<file path="src/rtl/wb_regfile_stage_if.sv">
// EX/MEM -> writeback bus: the instruction presented by ex_mem plus the
// squash control. The producer side is the master, and the writeback stage is the slave.
interface wb_regfile_stage_if #(
    parameter int DATA_W = 32,
    parameter int ADDR_W = 5
);
    logic              ex_mem_valid;
    logic              ex_mem_wen;
    logic [ADDR_W-1:0] ex_mem_portC;
    logic [DATA_W-1:0] ex_mem_ALUout;
    logic              flush;

    modport master (
        output ex_mem_valid,
        output ex_mem_wen,
        output ex_mem_portC,
        output ex_mem_ALUout,
        output flush
    );

    modport slave (
        input ex_mem_valid,
        input ex_mem_wen,
        input ex_mem_portC,
        input ex_mem_ALUout,
        input flush
    );
endinterface

</file>
<file path="src/rtl/wb_regfile_stage.sv">
// Writeback stage and architectural register file.
// The stage captures EX/MEM into a MEM/WB register and commits that entry to the
// register file on the following edge. It serves two decode read ports, with
// write-through bypass of the MEM/WB entry. It also drives the MEM/WB->EX
// forwarding compares and counts retired instructions.
// A debug port can preload registers. When a debug write collides with a
// pipeline commit, the pipeline write wins and the debug write is dropped and flagged.
module wb_regfile_stage #(
    parameter int DATA_W = 32,
    parameter int ADDR_W = 5,
    parameter int NREG   = 32,
    parameter int CNT_W  = 16
) (
    input  logic              clk,
    input  logic              rst,

    wb_regfile_stage_if.slave ex_mem,

    input  logic [ADDR_W-1:0] portA_addr,
    input  logic [ADDR_W-1:0] portB_addr,
    output logic [DATA_W-1:0] dataA,
    output logic [DATA_W-1:0] dataB,

    input  logic [ADDR_W-1:0] ex_srcA,
    input  logic [ADDR_W-1:0] ex_srcB,
    output logic              fwd_matchA,
    output logic              fwd_matchB,
    output logic [DATA_W-1:0] fwd_data,

    input  logic              dbg_we,
    input  logic [ADDR_W-1:0] dbg_addr,
    input  logic [DATA_W-1:0] dbg_data,
    output logic              dbg_conflict,

    output logic [CNT_W-1:0]  retired_count
);

    // MEM/WB pipeline register
    logic              mem_wb_valid_q, mem_wb_valid_d;
    logic              mem_wb_wen_q,   mem_wb_wen_d;
    logic [ADDR_W-1:0] mem_wb_portC_q, mem_wb_portC_d;
    logic [DATA_W-1:0] mem_wb_data_q,  mem_wb_data_d;

    // Architectural state
    logic [DATA_W-1:0] regs_q [NREG];
    logic [CNT_W-1:0]  retired_q, retired_d;
    logic              dbg_conflict_q, dbg_conflict_d;

    // Single register-file write port, shared by the pipeline and debug
    logic              commit;
    logic              wr_en;
    logic [ADDR_W-1:0] wr_addr;
    logic [DATA_W-1:0] wr_data;

    // A commit needs a writing MEM/WB entry that does not target r0.
    assign commit = mem_wb_wen_q && (mem_wb_portC_q != '0);

    // Next-state for the MEM/WB capture; a flushed or invalid slot never writes
    always_comb begin
        mem_wb_valid_d = ex_mem.ex_mem_valid & ~ex_mem.flush;
        mem_wb_wen_d   = ex_mem.ex_mem_wen & ex_mem.ex_mem_valid & ~ex_mem.flush;
        mem_wb_portC_d = ex_mem.ex_mem_portC;
        mem_wb_data_d  = ex_mem.ex_mem_ALUout;
    end

    // MEM/WB register, cleared by reset so an in-flight entry is discarded
    always_ff @(posedge clk) begin
        if (rst) begin
            mem_wb_valid_q <= 1'b0;
            mem_wb_wen_q   <= 1'b0;
            mem_wb_portC_q <= '0;
            mem_wb_data_q  <= '0;
        end else begin
            mem_wb_valid_q <= mem_wb_valid_d;
            mem_wb_wen_q   <= mem_wb_wen_d;
            mem_wb_portC_q <= mem_wb_portC_d;
            mem_wb_data_q  <= mem_wb_data_d;
        end
    end

    // Write-port arbitration: the pipeline commit has priority, and r0 is never written
    always_comb begin
        wr_en          = 1'b0;
        wr_addr        = '0;
        wr_data        = '0;
        dbg_conflict_d = 1'b0;
        if (commit) begin
            wr_en          = 1'b1;
            wr_addr        = mem_wb_portC_q;
            wr_data        = mem_wb_data_q;
            dbg_conflict_d = dbg_we;
        end else if (dbg_we && (dbg_addr != '0)) begin
            wr_en   = 1'b1;
            wr_addr = dbg_addr;
            wr_data = dbg_data;
        end
    end

    // Register file storage
    always_ff @(posedge clk) begin
        if (rst) begin
            for (int i = 0; i < NREG; i++) begin
                regs_q[i] <= '0;
            end
        end else if (wr_en) begin
            regs_q[wr_addr] <= wr_data;
        end
    end

    // Flag the one-cycle pulse for a dropped debug write
    always_ff @(posedge clk) begin
        if (rst) begin
            dbg_conflict_q <= 1'b0;
        end else begin
            dbg_conflict_q <= dbg_conflict_d;
        end
    end

    // Count every valid MEM/WB slot, writing or not; the count wraps silently
    always_comb begin
        retired_d = retired_q + CNT_W'(mem_wb_valid_q);
    end

    // Retired-instruction counter register
    always_ff @(posedge clk) begin
        if (rst) begin
            retired_q <= '0;
        end else begin
            retired_q <= retired_d;
        end
    end

    // Decode read ports: r0 reads as zero, the MEM/WB entry bypasses the array.
    // Debug writes never bypass, because they only land in the array.
    always_comb begin
        if (portA_addr == '0) begin
            dataA = '0;
        end else if (mem_wb_wen_q && (mem_wb_portC_q == portA_addr)) begin
            dataA = mem_wb_data_q;
        end else begin
            dataA = regs_q[portA_addr];
        end

        if (portB_addr == '0) begin
            dataB = '0;
        end else if (mem_wb_wen_q && (mem_wb_portC_q == portB_addr)) begin
            dataB = mem_wb_data_q;
        end else begin
            dataB = regs_q[portB_addr];
        end
    end

    // MEM/WB->EX forwarding compares; both operands may match the same entry
    always_comb begin
        fwd_matchA = commit && (mem_wb_portC_q == ex_srcA);
        fwd_matchB = commit && (mem_wb_portC_q == ex_srcB);
        fwd_data   = mem_wb_data_q;
    end

    assign dbg_conflict  = dbg_conflict_q;
    assign retired_count = retired_q;

endmodule

</file>
<file path="src/flat_wrapper.sv">
// flat-port wrapper written by rule: the top's interface ports become plain ports
module wb_regfile_stage_flat 
#(
    parameter int DATA_W = 32,
    parameter int ADDR_W = 5,
    parameter int NREG   = 32,
    parameter int CNT_W  = 16
)
  (clk, rst, portA_addr, portB_addr, dataA, dataB, ex_srcA, ex_srcB, fwd_matchA, fwd_matchB, fwd_data, dbg_we, dbg_addr, dbg_data, dbg_conflict, retired_count, ex_mem_ex_mem_valid, ex_mem_ex_mem_wen, ex_mem_ex_mem_portC, ex_mem_ex_mem_ALUout, ex_mem_flush);
  wb_regfile_stage_if #(.DATA_W(DATA_W), .ADDR_W(ADDR_W)) ex_mem_i ();
  input  logic clk;
  input  logic rst;
  input  logic [ADDR_W-1:0] portA_addr;
  input  logic [ADDR_W-1:0] portB_addr;
  output logic [DATA_W-1:0] dataA;
  output logic [DATA_W-1:0] dataB;
  input  logic [ADDR_W-1:0] ex_srcA;
  input  logic [ADDR_W-1:0] ex_srcB;
  output logic fwd_matchA;
  output logic fwd_matchB;
  output logic [DATA_W-1:0] fwd_data;
  input  logic dbg_we;
  input  logic [ADDR_W-1:0] dbg_addr;
  input  logic [DATA_W-1:0] dbg_data;
  output logic dbg_conflict;
  output logic [CNT_W-1:0] retired_count;
  input wire logic [$bits(ex_mem_i.ex_mem_valid)-1:0] ex_mem_ex_mem_valid;
  input wire logic [$bits(ex_mem_i.ex_mem_wen)-1:0] ex_mem_ex_mem_wen;
  input wire logic [$bits(ex_mem_i.ex_mem_portC)-1:0] ex_mem_ex_mem_portC;
  input wire logic [$bits(ex_mem_i.ex_mem_ALUout)-1:0] ex_mem_ex_mem_ALUout;
  input wire logic [$bits(ex_mem_i.flush)-1:0] ex_mem_flush;
  assign ex_mem_i.ex_mem_valid = ex_mem_ex_mem_valid;
  assign ex_mem_i.ex_mem_wen = ex_mem_ex_mem_wen;
  assign ex_mem_i.ex_mem_portC = ex_mem_ex_mem_portC;
  assign ex_mem_i.ex_mem_ALUout = ex_mem_ex_mem_ALUout;
  assign ex_mem_i.flush = ex_mem_flush;
  wb_regfile_stage #(.DATA_W(DATA_W), .ADDR_W(ADDR_W), .NREG(NREG), .CNT_W(CNT_W)) u_core (.clk(clk), .rst(rst), .ex_mem(ex_mem_i), .portA_addr(portA_addr), .portB_addr(portB_addr), .dataA(dataA), .dataB(dataB), .ex_srcA(ex_srcA), .ex_srcB(ex_srcB), .fwd_matchA(fwd_matchA), .fwd_matchB(fwd_matchB), .fwd_data(fwd_data), .dbg_we(dbg_we), .dbg_addr(dbg_addr), .dbg_data(dbg_data), .dbg_conflict(dbg_conflict), .retired_count(retired_count));
endmodule
</file>
<file path="config.mk">
export PLATFORM = sky130hd
export DESIGN_NAME = wb_regfile_stage_flat
export DESIGN_NICKNAME = d
export VERILOG_FILES = /design/src/rtl/wb_regfile_stage_if.sv /design/src/rtl/wb_regfile_stage.sv /design/src/flat_wrapper.sv
export SDC_FILE = /design/constraint.sdc
export NUM_CORES = 2
export LEC_CHECK = 0
export CAP_MARGIN = 15
export CORE_AREA = 3 3 249 495
export CTS_CLUSTER_DIAMETER = 80
export DETAILED_ROUTE_END_ITERATION = 10
export DIE_AREA = 0 0 252 498
export MAX_ROUTING_LAYER = met4
export PLACE_DENSITY = 0.62
export SYNTH_ARGS = -nofsm -noshare
export SYNTH_HDL_FRONTEND = slang
export SYNTH_SLANG_ARGS = --single-unit
export TNS_END_PERCENT = 50
</file>
<file path="constraint.sdc">
create_clock -name clk -period 7.5 [get_ports clk]
set_clock_uncertainty 0.05 [all_clocks]
set_input_delay 0.75 -clock clk [delete_from_list [all_inputs] [get_ports clk]]
set_output_delay 0.75 -clock clk [all_outputs]
set_load 0.03 [all_outputs]
</file>
## Yosys cells after proc, flatten, opt, wreduce, memory -nomap -nowiden

Memory sizes are Yosys's and may differ from the RTL's.
Index checks and enable logic that the tools add are counted.
W data, S select, Z words.

- Multiplexer cells: 18
- Bitwise gates (word level): 5
- Equality and inequality tests: 4
- Add/sub/neg operators: 1
- Reductions and logical operators: 12

Operator list:

| cell | number |
|---|---|
| $mux W32 | 7 |
| $reduce_or A32 Y1 | 1 |
| $eq A5 B5 Y1 | 4 |
| $add A16 B1 Y16 | 1 |
| $mux W5 | 3 |
| $logic_not A5 Y1 | 2 |
| $reduce_bool A5 Y1 | 2 |
| $mux W1 | 8 |
| $logic_and A1 B1 Y1 | 6 |
| $and A1 B1 Y1 | 3 |
| $not A1 Y1 | 2 |
| $reduce_or A2 Y1 | 1 |

- Output and inout bits: 115
- Input bits: 100
- Flip-flop bits (word level): 56
- Memories kept: 1
- RAM bits: 1024
- Logic and storage cells: 47

Memories:

| memory | depth | bits a word | read ports | clocked after memory_dff | write ports | RTL line | RTL |
|---|---|---|---|---|---|---|---|
| u_core.regs_q | 32 | 32 | 2 | 0 | 32 | wb_regfile_stage.sv:45 | `logic [DATA_W-1:0] regs_q [NREG];` |

## Logic depth before layout (Yosys ltp)

- Word-level depth: 9
- Mapped depth: 10

## Least setup slack after synthesis

OpenSTA, ideal clock, no wires.

- Kind: input-to-output
- Start: input portB_addr[0]
- End: output dataB[25]
- Stages: 7
- Required time: 6.700 ns
- Arrival time: 2.914 ns
- Setup slack: 3.786 ns
- Cells stage by stage: buf_6 -> buf_6 -> buf_6 -> mux2i_1 -> a221o_1 -> o221a_2 -> o41ai_1

- Cells in the longest elaborated chain, start to end: 4
- Elaborated cells on any way between the ends: 6

Ends and longest elaborated chain:

| element | RTL line | RTL |
|---|---|---|
| from (decl) | flat_wrapper.sv:14 | `input logic [ADDR_W-1:0] portB_addr;` |
| branches (longest 3 deep; another with $mem_v2 Z32 W32) | n/a |  |
| $mux W32 (*) | wb_regfile_stage.sv:144 | `if (portB_addr == '0) begin` |
| to (decl) | flat_wrapper.sv:16 | `output logic [DATA_W-1:0] dataB;` |

Mark *: on every way between the ends.

## Final worst setup path

- Start: input portB_addr[1]
- End: output dataB[12]

Same word-level chain as after synthesis.

==> results_dict.tcl <==
set metrics [dict create \
    dr.pass1.iters 7 \
    cts_sinks 1080 \
    worst_slack_ns 1.87 \
    rsz0062_at_grt "no" \
    max_slew.worst_pin.slew_ns 1.21 \
    nets 4268 \
    grt_pass1_vias 40600 \
    dp_slack_ns 2.01 \
    cts_root_buf "clkbuf_16" \
    cts_buffers 100 \
    antenna_left 0 \
    drc 0 \
    async_reset_ff_share_pct 0 \
    ios 215 \
    wl_per_cell_um 38.3 \
    crit_path_cell_trace "buf_8, buf_4, nand2b_1, o22ai_1, nor2_1, nor2_1, nor3_1, clkdlybuf4s50_1" \
    floorplan.initialDensity_pct 46.9 \
    drive_gt1_share_pct 20.4 \
    clk_pin_slew_ns 0.07 \
    grt_start_max_net_pins 81 \
    grt_use_total_pct 36.1 \
    hold_viol_final 0 \
    critical_path_class "input port to primary output" \
    post_cts_buffers 0 \
    h-tree-depth 3 \
    required_ns 6.70 \
    dieArea_um2 125000 \
    antenna_found_initial 7 \
    final.fill_count 10100 \
    cellPowerDensity_nw_per_um2 227 \
    portBuffers 214 \
    utilization_pct 52.5 \
    place_hpwl_um 138000 \
    cts_hold_buf 0 \
    wl_um 222000 \
    ff_latch_area_um2 31900 \
    die_w_um 252 \
    yosys_warnings 0 \
    routed_via_density 7.05 \
    synthCells 4080 \
    multi_input_area_um2 22100 \
    p_leak_nw 21.6 \
    slew_violations 0 \
    fin_crit_ns 5.63 \
    crit_top_cell "nor2_1" \
    grt.overflow.total 0 \
    syn_area_per_cell_um2 13.8 \
    final_common_cell "nor2_1" \
    ys_ff_latch 1080 \
    mostFrequentLayoutCells "1,087 x nor2_1, 1,024 x edfxtp_1, 406 x mux4_2" \
    startpoint_type "input port" \
    synth_flop_cell "edfxtp_1" \
    post_cts_resized 0 \
    yosysTopAreaCell "edfxtp_1" \
    period_share_pct 75.0 \
    synth_top_area_share_pct 54.8 \
    worstPathArrival_ns 4.83 \
    hold_slack_ns 0.431 \
    setup_violations 0 \
    critPathCaptureType "primary output" \
    yosys-top-cells-area "edfxtp_1 55%, mux4_2 16%, nor2_1 7.3%" \
    min_path_type "input port to flip-flop" \
    synth_cell_types 79 \
    synthesis.area_um2 56100 \
    first_iter_violations 6664 \
    synth_edf_count 1024 \
    place.gp.congestion 0.949 \
    clk_latency_ns 0.73 \
    status "completed" \
    stdcell_area_um2 62800 \
    area_growth_pct 11.9 \
    vias 40900 \
    worstPathMaxFanout 80 \
    cp_slowest_cell "nand2b_1" \
    yosysSeqAreaShare_pct 56.8 \
    place_area_um2 59400 \
    cts_buffer_depth 3 \
    peakVddDrop_v 0.000198 \
    slowest_delay_ns 0.87 \
    fmax_mhz 178 \
    relSlewSlack_pct 18.8 \
    coreArea_um2 120000 \
    max_cap_viol_count 0 \
    tritoncts "yes" \
    fin_setup_tns_ns 0 \
    grt_pass1_wl_um 307000 \
    die_height_um 498 \
    fp-row-count 179 \
]
[cells in the mapped netlist, types with 20 or more instances]
library cell and count:
a21oi_1 22, a221o_1 22, a221oi_1 31, a22o_1 24
a22oi_1 94, a22oi_2 30, buf_2 190, buf_4 28
buf_6 24, clkbuf_1 151, dfxtp_1 56, edfxtp_1 1024
mux2_2 25, mux2i_1 134, mux4_1 35, mux4_2 406
nand2_1 54, nand2b_1 53, nand3_1 38, nand3b_1 40
nor2_1 1091, nor2b_1 53, nor3_1 56, o21ai_0 65
o22ai_1 103, xnor2_1 20
[flip-flops by register name, summed over array words and instances, names as in the netlist]
signal and flops:
u_core.regs_q 1024, u_core.fwd_data 32, u_core.retired_count 16, u_core.mem_wb_portC_q 5
u_core.dbg_conflict 1, u_core.mem_wb_valid_q 1, u_core.mem_wb_wen_q 1
[layout make-up]
cell class	count	share of cell area [%]
clock buffer	116	4.21
antenna	7	0.0279
inverter	10	0.0598
sequential	1080	50.7
timing repair buffer	384	5.64
clock inverter	69	1.12
multi-input combinational	2590	35.1
tap	1538	3.06
[kinds of logic after synthesis]
family,count (synthesis),synth area share [%]
compound gates,471,6.35
xor+xnor,32,0.499
fa+ha+maj,2,0.0446
buf+inv,441,4.42
flops,1080,56.8
mux,600,20.8
other cells,1,0.00668
simple gates,1453,11.1
[through the flow]
stage          cells  power (mW)
2_1_floorplan   4111        8.13
3_3_place_gp    5601        8.91
3_5_place_dp    5601        8.93
4_1_cts         5786        14.2
5_1_grt         5794        14.5
6_report        5794        14.3
[critical path: cells and delay by family]
| family | cells | cell delay (ns) |
|---|---|---|
| AO/OA/AOI/OAI | 1 | 0.18 |
| AND/OR/NAND/NOR | 4 | 1.92 |
| buffers and inverters | 3 | 1.90 |
[report_power, final]
group          internal (mW)  total (mW)  switching [mW]
clock                   3.03        5.41            2.38
combinational          0.688        1.93            1.24
sequential              6.79        6.92           0.131
[worst paths after layout]
check,start,endpoint,slack [ns],cells after the start
worst min-delay path,rst,u_core.fwd_data[0]$_SDFF_PP0_,0.43,2
worst max-delay path,portB_addr[1],dataB[12],1.87,8
worst min register to register,u_core.retired_count[15]$_SDFF_PP0_,u_core.retired_count[15]$_SDFF_PP0_,0.47,2
worst max register to register,u_core.mem_wb_portC_q[3]$_SDFF_PP0_,u_core.regs_q[9][24]$_SDFFCE_PN0P_,2.65,8
[metal layers]
| metal | global-route usage [%] | routed length [µm] | vias up |
|---|---|---|---|
| li1 | - | - | 15800 |
| met3 | 8.33 | 26700 | 1072 |
| met5 | - | 0 | - |
| met1 | 41.5 | 70600 | 20500 |
| met4 | 24.9 | 19700 | 0 |
| met2 | 56.4 | 105000 | 3561 |
No activity file was read; power rests on OpenSTA's default activity.
